### src/rtl/pwm_pkg.sv
// Shared constants and state encoding for the servo PWM ramp controller.
package pwm_pkg;

    localparam int unsigned PWM_W              = 28;
    localparam int unsigned STEP_DEF           = 500;
    localparam int unsigned DUTY_MIN_DEF       = 50_000;
    localparam int unsigned DUTY_MAX_DEF       = 100_000;
    localparam int unsigned PERIOD_MIN_DEF     = 100_000;
    localparam int unsigned PERIOD_DEFAULT_DEF = 1_000_000;
    localparam int unsigned TIMEOUT_DEF        = 50;
    localparam int unsigned FAILSAFE_DUTY_DEF  = 75_000;

    typedef enum logic [1:0] {
        ST_IDLE     = 2'd0,
        ST_RAMP     = 2'd1,
        ST_HOLD     = 2'd2,
        ST_FAILSAFE = 2'd3
    } servo_state_e;

endpackage

### src/rtl/servo_ramp_ctrl_if.sv
// Target handshake from the Nios PIO into the servo ramp controller.
interface servo_ramp_ctrl_if #(
    parameter int unsigned W = pwm_pkg::PWM_W
);
    logic [W-1:0] tgt_duty;
    logic [W-1:0] tgt_period;
    logic         tgt_valid;
    logic         tgt_ready;

    modport master (
        output tgt_duty,
        output tgt_period,
        output tgt_valid,
        input  tgt_ready
    );

    modport slave (
        input  tgt_duty,
        input  tgt_period,
        input  tgt_valid,
        output tgt_ready
    );
endinterface

### src/rtl/period_watchdog.sv
// Counts PWM periods since the last applied target, saturating at TIMEOUT.
module period_watchdog #(
    parameter int unsigned TIMEOUT = pwm_pkg::TIMEOUT_DEF
) (
    input  logic clk,
    input  logic reset_n,
    input  logic tick,
    input  logic clear,
    output logic expired
);
    localparam int unsigned CW = $clog2(TIMEOUT + 1);
    localparam logic [CW-1:0] LIMIT = CW'(TIMEOUT);

    logic [CW-1:0] count;

    always_ff @(posedge clk or negedge reset_n) begin
        if (!reset_n) begin
            count <= '0;
        end else if (clear) begin
            count <= '0;
        end else if (tick && count != LIMIT) begin
            count <= count + 1'b1;
        end
    end

    // Flags the tick that reaches the limit so the caller can act on that same edge.
    assign expired = (count == LIMIT) || (tick && !clear && count == LIMIT - 1'b1);

endmodule

### src/rtl/servo_ramp_ctrl.sv
// Servo PWM controller: latches clamped targets, ramps duty once per period, failsafe on stale targets.
module servo_ramp_ctrl
    import pwm_pkg::*;
#(
    parameter int unsigned W              = PWM_W,
    parameter int unsigned STEP           = STEP_DEF,
    parameter int unsigned DUTY_MIN       = DUTY_MIN_DEF,
    parameter int unsigned DUTY_MAX       = DUTY_MAX_DEF,
    parameter int unsigned PERIOD_MIN     = PERIOD_MIN_DEF,
    parameter int unsigned PERIOD_DEFAULT = PERIOD_DEFAULT_DEF,
    parameter int unsigned TIMEOUT        = TIMEOUT_DEF,
    parameter int unsigned FAILSAFE_DUTY  = FAILSAFE_DUTY_DEF
) (
    input  logic                    clk,
    input  logic                    reset_n,
    servo_ramp_ctrl_if.slave        tgt,
    input  logic                    arm,
    input  logic                    period_end,
    output logic [W-1:0]            duty,
    output logic [W-1:0]            period,
    output logic [1:0]              state,
    output logic                    failsafe
);
    localparam logic [W-1:0] STEP_V = W'(STEP);
    localparam logic [W-1:0] DMIN_V = W'(DUTY_MIN);
    localparam logic [W-1:0] DMAX_V = W'(DUTY_MAX);
    localparam logic [W-1:0] PMIN_V = W'(PERIOD_MIN);
    localparam logic [W-1:0] PDEF_V = W'(PERIOD_DEFAULT);
    localparam logic [W-1:0] FS_V   = W'(FAILSAFE_DUTY);

    servo_state_e state_q;

    logic         pend_full;
    logic [W-1:0] pend_duty;
    logic [W-1:0] pend_period;
    logic [W-1:0] goal;

    logic [W-1:0] acc_duty;
    logic [W-1:0] acc_period;
    logic [W-1:0] duty_hi;
    logic [W-1:0] eff_goal;
    logic [W-1:0] eff_period;
    logic [W-1:0] stepped;
    logic [W-1:0] ramp_duty;
    logic [W-1:0] fs_duty;
    logic [W-1:0] start_duty;

    logic accept;
    logic apply;
    logic wd_tick;
    logic wd_expired;

    function automatic logic [W-1:0] step_toward(input logic [W-1:0] cur, input logic [W-1:0] dst);
        logic [W-1:0] gap;
        if (cur < dst) begin
            gap = dst - cur;
            return cur + ((gap > STEP_V) ? STEP_V : gap);
        end else begin
            gap = cur - dst;
            return cur - ((gap > STEP_V) ? STEP_V : gap);
        end
    endfunction

    assign tgt.tgt_ready = ~pend_full;
    assign accept        = tgt.tgt_valid && !pend_full;
    assign apply         = arm && period_end && pend_full;
    assign wd_tick       = arm && period_end && (state_q == ST_RAMP || state_q == ST_HOLD);
    assign state         = state_q;

    always_comb begin
        acc_period = (tgt.tgt_period < PMIN_V) ? PMIN_V : tgt.tgt_period;
        duty_hi    = (DMAX_V < acc_period) ? DMAX_V : acc_period;
        acc_duty   = (tgt.tgt_duty < DMIN_V) ? DMIN_V : tgt.tgt_duty;
        if (acc_duty > duty_hi) begin
            acc_duty = duty_hi;
        end
    end

    // Step toward the goal that will be in force after this edge, then pull under the new period.
    always_comb begin
        eff_goal   = apply ? pend_duty : goal;
        eff_period = apply ? pend_period : period;
        stepped    = step_toward(duty, eff_goal);
        ramp_duty  = (stepped > eff_period) ? eff_period : stepped;
        fs_duty    = (FS_V > period) ? period : FS_V;
        start_duty = (DMIN_V > pend_period) ? pend_period : DMIN_V;
    end

    always_ff @(posedge clk or negedge reset_n) begin
        if (!reset_n) begin
            pend_full   <= 1'b0;
            pend_duty   <= '0;
            pend_period <= '0;
        end else if (accept) begin
            pend_full   <= 1'b1;
            pend_duty   <= acc_duty;
            pend_period <= acc_period;
        end else if (apply) begin
            pend_full   <= 1'b0;
        end
    end

    period_watchdog #(
        .TIMEOUT (TIMEOUT)
    ) u_watchdog (
        .clk     (clk),
        .reset_n (reset_n),
        .tick    (wd_tick),
        .clear   (apply),
        .expired (wd_expired)
    );

    always_ff @(posedge clk or negedge reset_n) begin
        if (!reset_n) begin
            state_q  <= ST_IDLE;
            duty     <= '0;
            period   <= PDEF_V;
            goal     <= '0;
            failsafe <= 1'b0;
        end else if (!arm) begin
            state_q  <= ST_IDLE;
            duty     <= '0;
            failsafe <= 1'b0;
        end else if (period_end) begin
            case (state_q)
                ST_IDLE: begin
                    if (pend_full) begin
                        period  <= pend_period;
                        goal    <= pend_duty;
                        duty    <= start_duty;
                        state_q <= ST_RAMP;
                    end
                end
                default: begin
                    if (apply) begin
                        period   <= pend_period;
                        goal     <= pend_duty;
                        duty     <= ramp_duty;
                        failsafe <= 1'b0;
                        state_q  <= (ramp_duty == pend_duty) ? ST_HOLD : ST_RAMP;
                    end else if (state_q != ST_FAILSAFE && wd_expired) begin
                        duty     <= fs_duty;
                        failsafe <= 1'b1;
                        state_q  <= ST_FAILSAFE;
                    end else if (state_q == ST_RAMP) begin
                        duty <= ramp_duty;
                        if (ramp_duty == goal) begin
                            state_q <= ST_HOLD;
                        end
                    end
                end
            endcase
        end
    end

endmodule

### src/flat_wrapper.sv
// flat-port wrapper written by rule: the top's interface ports become plain ports
module servo_ramp_ctrl_flat import pwm_pkg::*;
#(
    parameter int unsigned W              = PWM_W,
    parameter int unsigned STEP           = STEP_DEF,
    parameter int unsigned DUTY_MIN       = DUTY_MIN_DEF,
    parameter int unsigned DUTY_MAX       = DUTY_MAX_DEF,
    parameter int unsigned PERIOD_MIN     = PERIOD_MIN_DEF,
    parameter int unsigned PERIOD_DEFAULT = PERIOD_DEFAULT_DEF,
    parameter int unsigned TIMEOUT        = TIMEOUT_DEF,
    parameter int unsigned FAILSAFE_DUTY  = FAILSAFE_DUTY_DEF
)
  (clk, reset_n, arm, period_end, duty, period, state, failsafe, tgt_tgt_duty, tgt_tgt_period, tgt_tgt_valid, tgt_tgt_ready);
  servo_ramp_ctrl_if #(.W(W)) tgt_i ();
  input  logic clk;
  input  logic reset_n;
  input  logic arm;
  input  logic period_end;
  output logic [W-1:0] duty;
  output logic [W-1:0] period;
  output logic [1:0] state;
  output logic failsafe;
  input wire logic [$bits(tgt_i.tgt_duty)-1:0] tgt_tgt_duty;
  input wire logic [$bits(tgt_i.tgt_period)-1:0] tgt_tgt_period;
  input wire logic [$bits(tgt_i.tgt_valid)-1:0] tgt_tgt_valid;
  output wire logic [$bits(tgt_i.tgt_ready)-1:0] tgt_tgt_ready;
  assign tgt_i.tgt_duty = tgt_tgt_duty;
  assign tgt_i.tgt_period = tgt_tgt_period;
  assign tgt_i.tgt_valid = tgt_tgt_valid;
  assign tgt_tgt_ready = tgt_i.tgt_ready;
  servo_ramp_ctrl #(.W(W), .STEP(STEP), .DUTY_MIN(DUTY_MIN), .DUTY_MAX(DUTY_MAX), .PERIOD_MIN(PERIOD_MIN), .PERIOD_DEFAULT(PERIOD_DEFAULT), .TIMEOUT(TIMEOUT), .FAILSAFE_DUTY(FAILSAFE_DUTY)) u_core (.clk(clk), .reset_n(reset_n), .tgt(tgt_i), .arm(arm), .period_end(period_end), .duty(duty), .period(period), .state(state), .failsafe(failsafe));
endmodule
### config.mk
export PLATFORM = sky130hd
export DESIGN_NAME = servo_ramp_ctrl_flat
export DESIGN_NICKNAME = d
export VERILOG_FILES = /design/src/rtl/pwm_pkg.sv /design/src/rtl/servo_ramp_ctrl_if.sv /design/src/rtl/period_watchdog.sv /design/src/rtl/servo_ramp_ctrl.sv /design/src/flat_wrapper.sv
export SDC_FILE = /design/constraint.sdc
export NUM_CORES = 1
export LEC_CHECK = 0
export ABC_AREA = 1
export CAP_MARGIN = 30
export CORE_MARGIN = 3
export CORE_UTILIZATION = 49
export CTS_CLUSTER_SIZE = 12
export DETAILED_ROUTE_END_ITERATION = 8
export HOLD_SLACK_MARGIN = 0.02
export PLACE_DENSITY_LB_ADDON = 0.25
export SYNTH_ARGS = -nofsm -noshare
export SYNTH_HDL_FRONTEND = slang
export SYNTH_SLANG_ARGS = --single-unit
### constraint.sdc
create_clock -name clk -period 12 [get_ports clk]
set_clock_uncertainty 0.1 [all_clocks]
set_input_delay 2.4 -clock clk [delete_from_list [all_inputs] [get_ports clk]]
set_output_delay 2.4 -clock clk [all_outputs]
set_load 0.02 [all_outputs]
==> qor.yml, run 1 <==
run_status:
  outcome: "finished clean"
placement:
  io_buffer_count: 120
  dpl.hpwl_mm: 45.7
  gp_congestion: 0.974
  place_inst: 2938
  pre_cts_slack_ns: -0.182
critical_path:
  crit_top_cell: "nand2_1"
  required_ns: 12.23
  cp_max_fo: 31
  path_class: "primary input to flop"
  crit_family: "simple AND/OR/NAND/NOR gates"
  cp_num_buf_inv: 10
  worst_setup_path_end_kind: "flop"
  max_stage_delay_ns: 0.50
  rrSetupSlack_ns: 2.54
  critPathArrivalTime_ns: 11.64
  startpoint_type: "primary input"
  slowest_stage: "clkdlybuf4s50_1"
timing:
  period_needed_ns: 11.42
  max_freq_mhz: 87.6
  setup_violations: 0
  worst_pin_slew_ns: 0.927
  hold_viol: 0
  worst_slack_ns: 0.581
  max_slew_margin_pct: 38.2
  fin_crit_sh_pct: 95.2
  slew_violations: 0
  fin_tns_setup_ns: 0
synth:
  synth_top_area_share_pct: 23.9
  synth_edf_count: 0
  synth_area_leaders: "dfrtp_1 24%, nand2_1 15%, ha_1 12%"
  syn_inst: 2292
  ys_seq_area_share_pct: 25.1
  yosys_warnings: 0
  synth_top_area_cell: "dfrtp_1"
  async_flop_share_pct: 100
  ys_ff_latch: 150
  syn-cell-area_um2: 15000
  synth-main-ff-cell: "dfrtp_1"
  avgSynthCellArea_um2: 6.53
  post_synth_num_cell_types: 56
routing:
  drt-initial-drc-count: 1508
  via_per_inst: 5.57
  drc: 0
  wl_mm: 55.8
  dr.pass1.iters: 6
  wire_per_inst_um: 18.7
  ant_nets: 0
  vias: 16600
cells_and_area:
  regArea_um2: 3760
  nets: 2785
  area_growth_pct: 27.1
  drive_above_1_share_pct: 14.3
  antenna_cells: 0
  multi_input_comb_area_um2: 9950
  finalNonFillerCells: 2979
  nFillCells: 2814
global_route:
  grt_pass1_vias: 15900
  overflow: 0
  grt_pass1_wl_mm: 85.9
  grt_max_degree: 104
  antenna_found_initial: 0
  track_usage_pct: 33.1
clock_tree:
  cts_buffers: 17
  clk_latency_ns: 0.44
  cts.sinks: 150
  clk_pin_slew_ns: 0.06
  cts_tree: "yes"
  holdBufCountCts: 0
  cts.path.max_buffers: 2
  htreeDepth: 4
  root_buffer: "clkbuf_16"
worst_hold_path:
  worstHoldPathType: "flop to flop"
floorplanning:
  io_pins: 121
  initial_core_util_pct: 50.1
  design.core.area_um2: 29900
  die_h_um: 181
  dieArea_um2: 32700
  num_rows: 63
  die_w_um: 181
job:
  maxCapViolCount: 0
cells by family after synthesis:
kind of cell	after synthesis	synth area share (%)
AOI/OAI and AO/OA	438	16.4
xor gates and xnor gates	74	4.33
adders and majority gates	147	12.4
buffers and inverters	451	11.5
DFF	150	25.1
other	2	0.0502
and+or+nand+nor	1030	30.1
stage by stage:
stage	hold WS (ns)	utilization, %	area, µm²
3_5_place_dp	0.357	59.8	17900
6_report	0.366	63.7	19000
4_1_cts	0.368	62.0	18500
5_1_grt	0.389	63.7	19000
2_1_floorplan	0.333	-	15100
3_3_place_gp	0.350	59.7	17800
final cells by class:
class	count	share of cell area, %
sequential	150	19.8
tap	390	2.57
clock inverter	11	1.03
multi-input combinational	1717	52.3
timing repair buffer	317	14.5
inverter	374	7.39
clock buffer	20	2.40
final timing paths:
path,startpoint,cells after the start,to
setup / recovery,period_end,66,u_core.state[1]$_DFFE_PN0P_
max in group asynchronous,reset_n,3,u_core.goal[20]$_DFFE_PN0P_
setup reg to reg,u_core.pend_full$_DFFE_PN0P_,69,u_core.state[1]$_DFFE_PN0P_
hold / removal,u_core.u_watchdog.count[5]$_DFFE_PN0P_,1,u_core.u_watchdog.count[5]$_DFFE_PN0P_
min in group asynchronous,reset_n,1,u_core.pend_period[1]$_DFFE_PN0P_
hold reg to reg,u_core.u_watchdog.count[5]$_DFFE_PN0P_,1,u_core.u_watchdog.count[5]$_DFFE_PN0P_
routing by layer:
layer / part of all wire, % / up-vias / track usage, %
met1: 44 / 7744 / 44.6
met3: 6.2 / 136 / 3.89
met4: 4.5 / 0 / 14.2
met2: 46 / 675 / 54.0
li1: - / 8041 / -
met5: 0 / - / 0
synthesized netlist by cell type, drive strengths merged (3+ instances only):
cell    number
xor2        58
fa           3
dfstp        7
or2         21
o211ai      11
nor4        21
a221oi       6
inv        368
o21a         8
nor3        13
xnor2       16
o21ai      218
nand2      598
o221ai      12
clkinv       6
a31oi        7
o32ai        9
a21oi      126
o31ai        5
o22ai       13
a21o         9
clkbuf      51
and2         3
nor2       153
ha         144
nand3b       9
buf         26
dfrtp      143
a21boi       3
nand3      172
nand4       34
sequential cells by signal, summed over array words and instances, names as in the netlist:
| signal | count |
|---|---|
| u_core.pend_period | 28 |
| u_core.u_watchdog.count | 6 |
| u_core.pend_full | 1 |
| u_core.failsafe | 1 |
| u_core.pend_duty | 28 |
| u_core.goal | 28 |
| u_core.period | 28 |
| u_core.duty | 28 |
| u_core.state | 2 |
worst register-to-register path, delay by kind of cell, from the launching register on:
kind | cells | cell delay (ns)
AOI/OAI and AO/OA | 5 | 0.85
xor gates and xnor gates | 1 | 0.17
buffers and inverters | 9 | 1.20
DFF | 1 | 0.44
adders and majority gates | 4 | 1.22
and+or+nand+nor | 50 | 5.38
cells in the final DEF, fill, tap and decap left out, types with 33 or more instances in the layout:
cell type        instances
inv_1                  358
nand4_1                 33
clkdlybuf4s50_1        119
xor2_1                  58
nand2_1                568
nor2_1                 126
ha_1                   126
nand3_1                163
dfrtp_1                143
o21ai_0                186
a21oi_1                120
buf_4                  191
repair_timing:
action / in CTS / in global routing
endpoints found under the setup margin: 0 / 10
gates resized for setup: 0 / 119
setup buffers: 0 / 9
Power of run 1 is left out: the tool's default activity adds up to more than one toggle a clock period on the data nets, which glitch-free logic cannot reach.
==> run 2: changes to the inputs <==
--- a/config.mk
+++ b/config.mk
@@ -13,6 +13,7 @@
 export DETAILED_ROUTE_END_ITERATION = 8
 export HOLD_SLACK_MARGIN = 0.02
 export PLACE_DENSITY_LB_ADDON = 0.25
+export REMOVE_ABC_BUFFERS = 1
 export SYNTH_ARGS = -nofsm -noshare
 export SYNTH_HDL_FRONTEND = slang
 export SYNTH_SLANG_ARGS = --single-unit
==> qor.yml, run 2 (synthesis gave the netlist of run 1 again) <==
global_route:
  grt_use_met1_pct: 45.3
  grtUsageMet3_pct: 3.60
  grt_util_met2_pct: 57.5
  antenna_found_initial: 0
  grt_pass1_wl_mm: 88.2
  track_usage_pct: 34.2
  grt_max_degree: 93
  top_usage_layer: "met2"
  overflow: 0
  grt_pass1_vias: 16100
cells_and_area:
  nets: 2760
  final_common_cell: "nand2_1"
  layout_common_cells: "573 x nand2_1, 358 x inv_1, 187 x o21ai_0"
  area_growth_pct: 25.2
  finalNonFillerCells: 2953
  antenna_cells: 0
  drive_above_1_share_pct: 13.0
  nFillCells: 2818
clock_tree:
  cts_buffers: 17
  cts_tree: "yes"
  htreeDepth: 4
  clk_pin_slew_ns: 0.06
  cts.sinks: 150
  root_buffer: "clkbuf_16"
  clk_latency_ns: 0.44
  cts.path.max_buffers: 2
floorplanning:
  dieArea_um2: 32700
  initial_core_util_pct: 50.1
  io_pins: 121
  design.core.area_um2: 29900
  num_rows: 63
  die_w_um: 181
  die_h_um: 181
critical_path:
  r2r_start: "u_core.pend_full$_DFFE_PN0P_"
  cp_max_fo: 30
  required_ns: 12.23
  cp-startpoint: "period_end"
  crit_top_cell: "nand2_1"
  path_class: "primary input to flop"
  slowest_stage: "clkdlybuf4s50_1"
  max_stage_delay_ns: 0.50
  worst_setup_path_end_kind: "flop"
  critPathArrivalTime_ns: 11.61
  startpoint_type: "primary input"
routing:
  drc: 0
  ant_nets: 0
  dr.pass1.iters: 7
  wire_per_inst_um: 19.3
  via_per_inst: 5.63
  wl_mm: 57.0
  vias: 16600
  drt-initial-drc-count: 1486
timing:
  hold_viol: 0
  slew_violations: 0
  setup_violations: 0
  max_slew_margin_pct: 39.6
  fin_crit_sh_pct: 94.8
  max_freq_mhz: 87.9
  worst_pin_slew_ns: 0.906
  period_needed_ns: 11.38
placement:
  dpl.hpwl_mm: 46.7
  gp_congestion: 1.06
  place_inst: 2920
  io_buffer_count: 120
worst_hold_path:
  worstHoldStart: "u_core.u_watchdog.count[5]$_DFFE_PN0P_"
  worstHoldPathType: "flop to flop"
job:
  maxCapViolCount: 0
run_status:
  outcome: "finished clean"
-- run 2: cell count changes in the layout (fill, tap and decap cells not counted), sizes merged --
| cell | previous run | this run |
|---|---|---|
| clkinv | 10 | 7 |
| clkinvlp | 0 | 1 |
| clkbuf | 21 | 23 |
| buf | 197 | 173 |
| inv | 370 | 368 |
-- run 2: what timing repair did --
action                                  in CTS  in global routing
hold buffers                                 0                  0
buffers inserted                             0                  3
resized for setup                            2                 92
endpoints found under the setup margin       1                 17
pin swaps                                    0                 11
gates cloned                                 0                  0
-- run 2: final timing paths --
path                                                          end  slack (ns)  cells after the start
max                                   u_core.state[0]$_DFFE_PN0P_        0.62                     63
min reg2reg                u_core.u_watchdog.count[5]$_DFFE_PN0P_        0.39                      1
min in group asynchronous             u_core.duty[24]$_DFFE_PN0P_        1.92                      1
max reg2reg                           u_core.state[0]$_DFFE_PN0P_        2.60                     68
max in group asynchronous       u_core.pend_period[8]$_DFFE_PN0P_        8.59                      2
min                        u_core.u_watchdog.count[5]$_DFFE_PN0P_        0.39                      1
-- run 2: final cells by class --
| class | instances | area [µm²] | area share (%) |
|---|---|---|---|
| multi-input combinational | 1717 | 9850 | 52.6 |
| sequential | 150 | 3760 | 20.1 |
| timing repair buffer | 292 | 2550 | 13.6 |
| inverter | 374 | 1410 | 7.51 |
| clock buffer | 23 | 498 | 2.66 |
| tap | 390 | 488 | 2.61 |
| clock inverter | 7 | 166 | 0.889 |
-- run 2: critical path: cells and delay by family --
| kind | cells | cell delay, ns |
|---|---|---|
| adders and majority gates | 4 | 1.21 |
| and+or+nand+nor | 42 | 5.06 |
| buffers and inverters | 10 | 1.71 |
| xor gates and xnor gates | 2 | 0.41 |
| AOI/OAI and AO/OA | 5 | 0.76 |
-- run 2: layer usage --
layer  part of all wire, %  vias to the layer above
met5                     0                        -
met1                    43                     7896
met4                   4.2                        0
li1                      -                     7977
met2                    47                      631
met3                   6.6                      112
-- run 2: per-stage QoR --
step / setup slack [ns] / cell area [µm²] / hold slack, ns / setup TNS, ns / utilization [%]
finish: 0.620 / 18700 / 0.387 / 0 / 62.7
global route: -0.00438 / 18700 / 0.436 / -0.00438 / 62.7
CTS: 0.0484 / 18400 / 0.392 / 0 / 61.6
detailed placement: -0.415 / 17700 / 0.382 / -0.764 / 59.4
global placement: -0.341 / 17700 / 0.350 / -0.621 / 59.4
floorplan: -0.797 / 14700 / 0.337 / -2.37 / -
Power of run 2 is left out for the same reason.
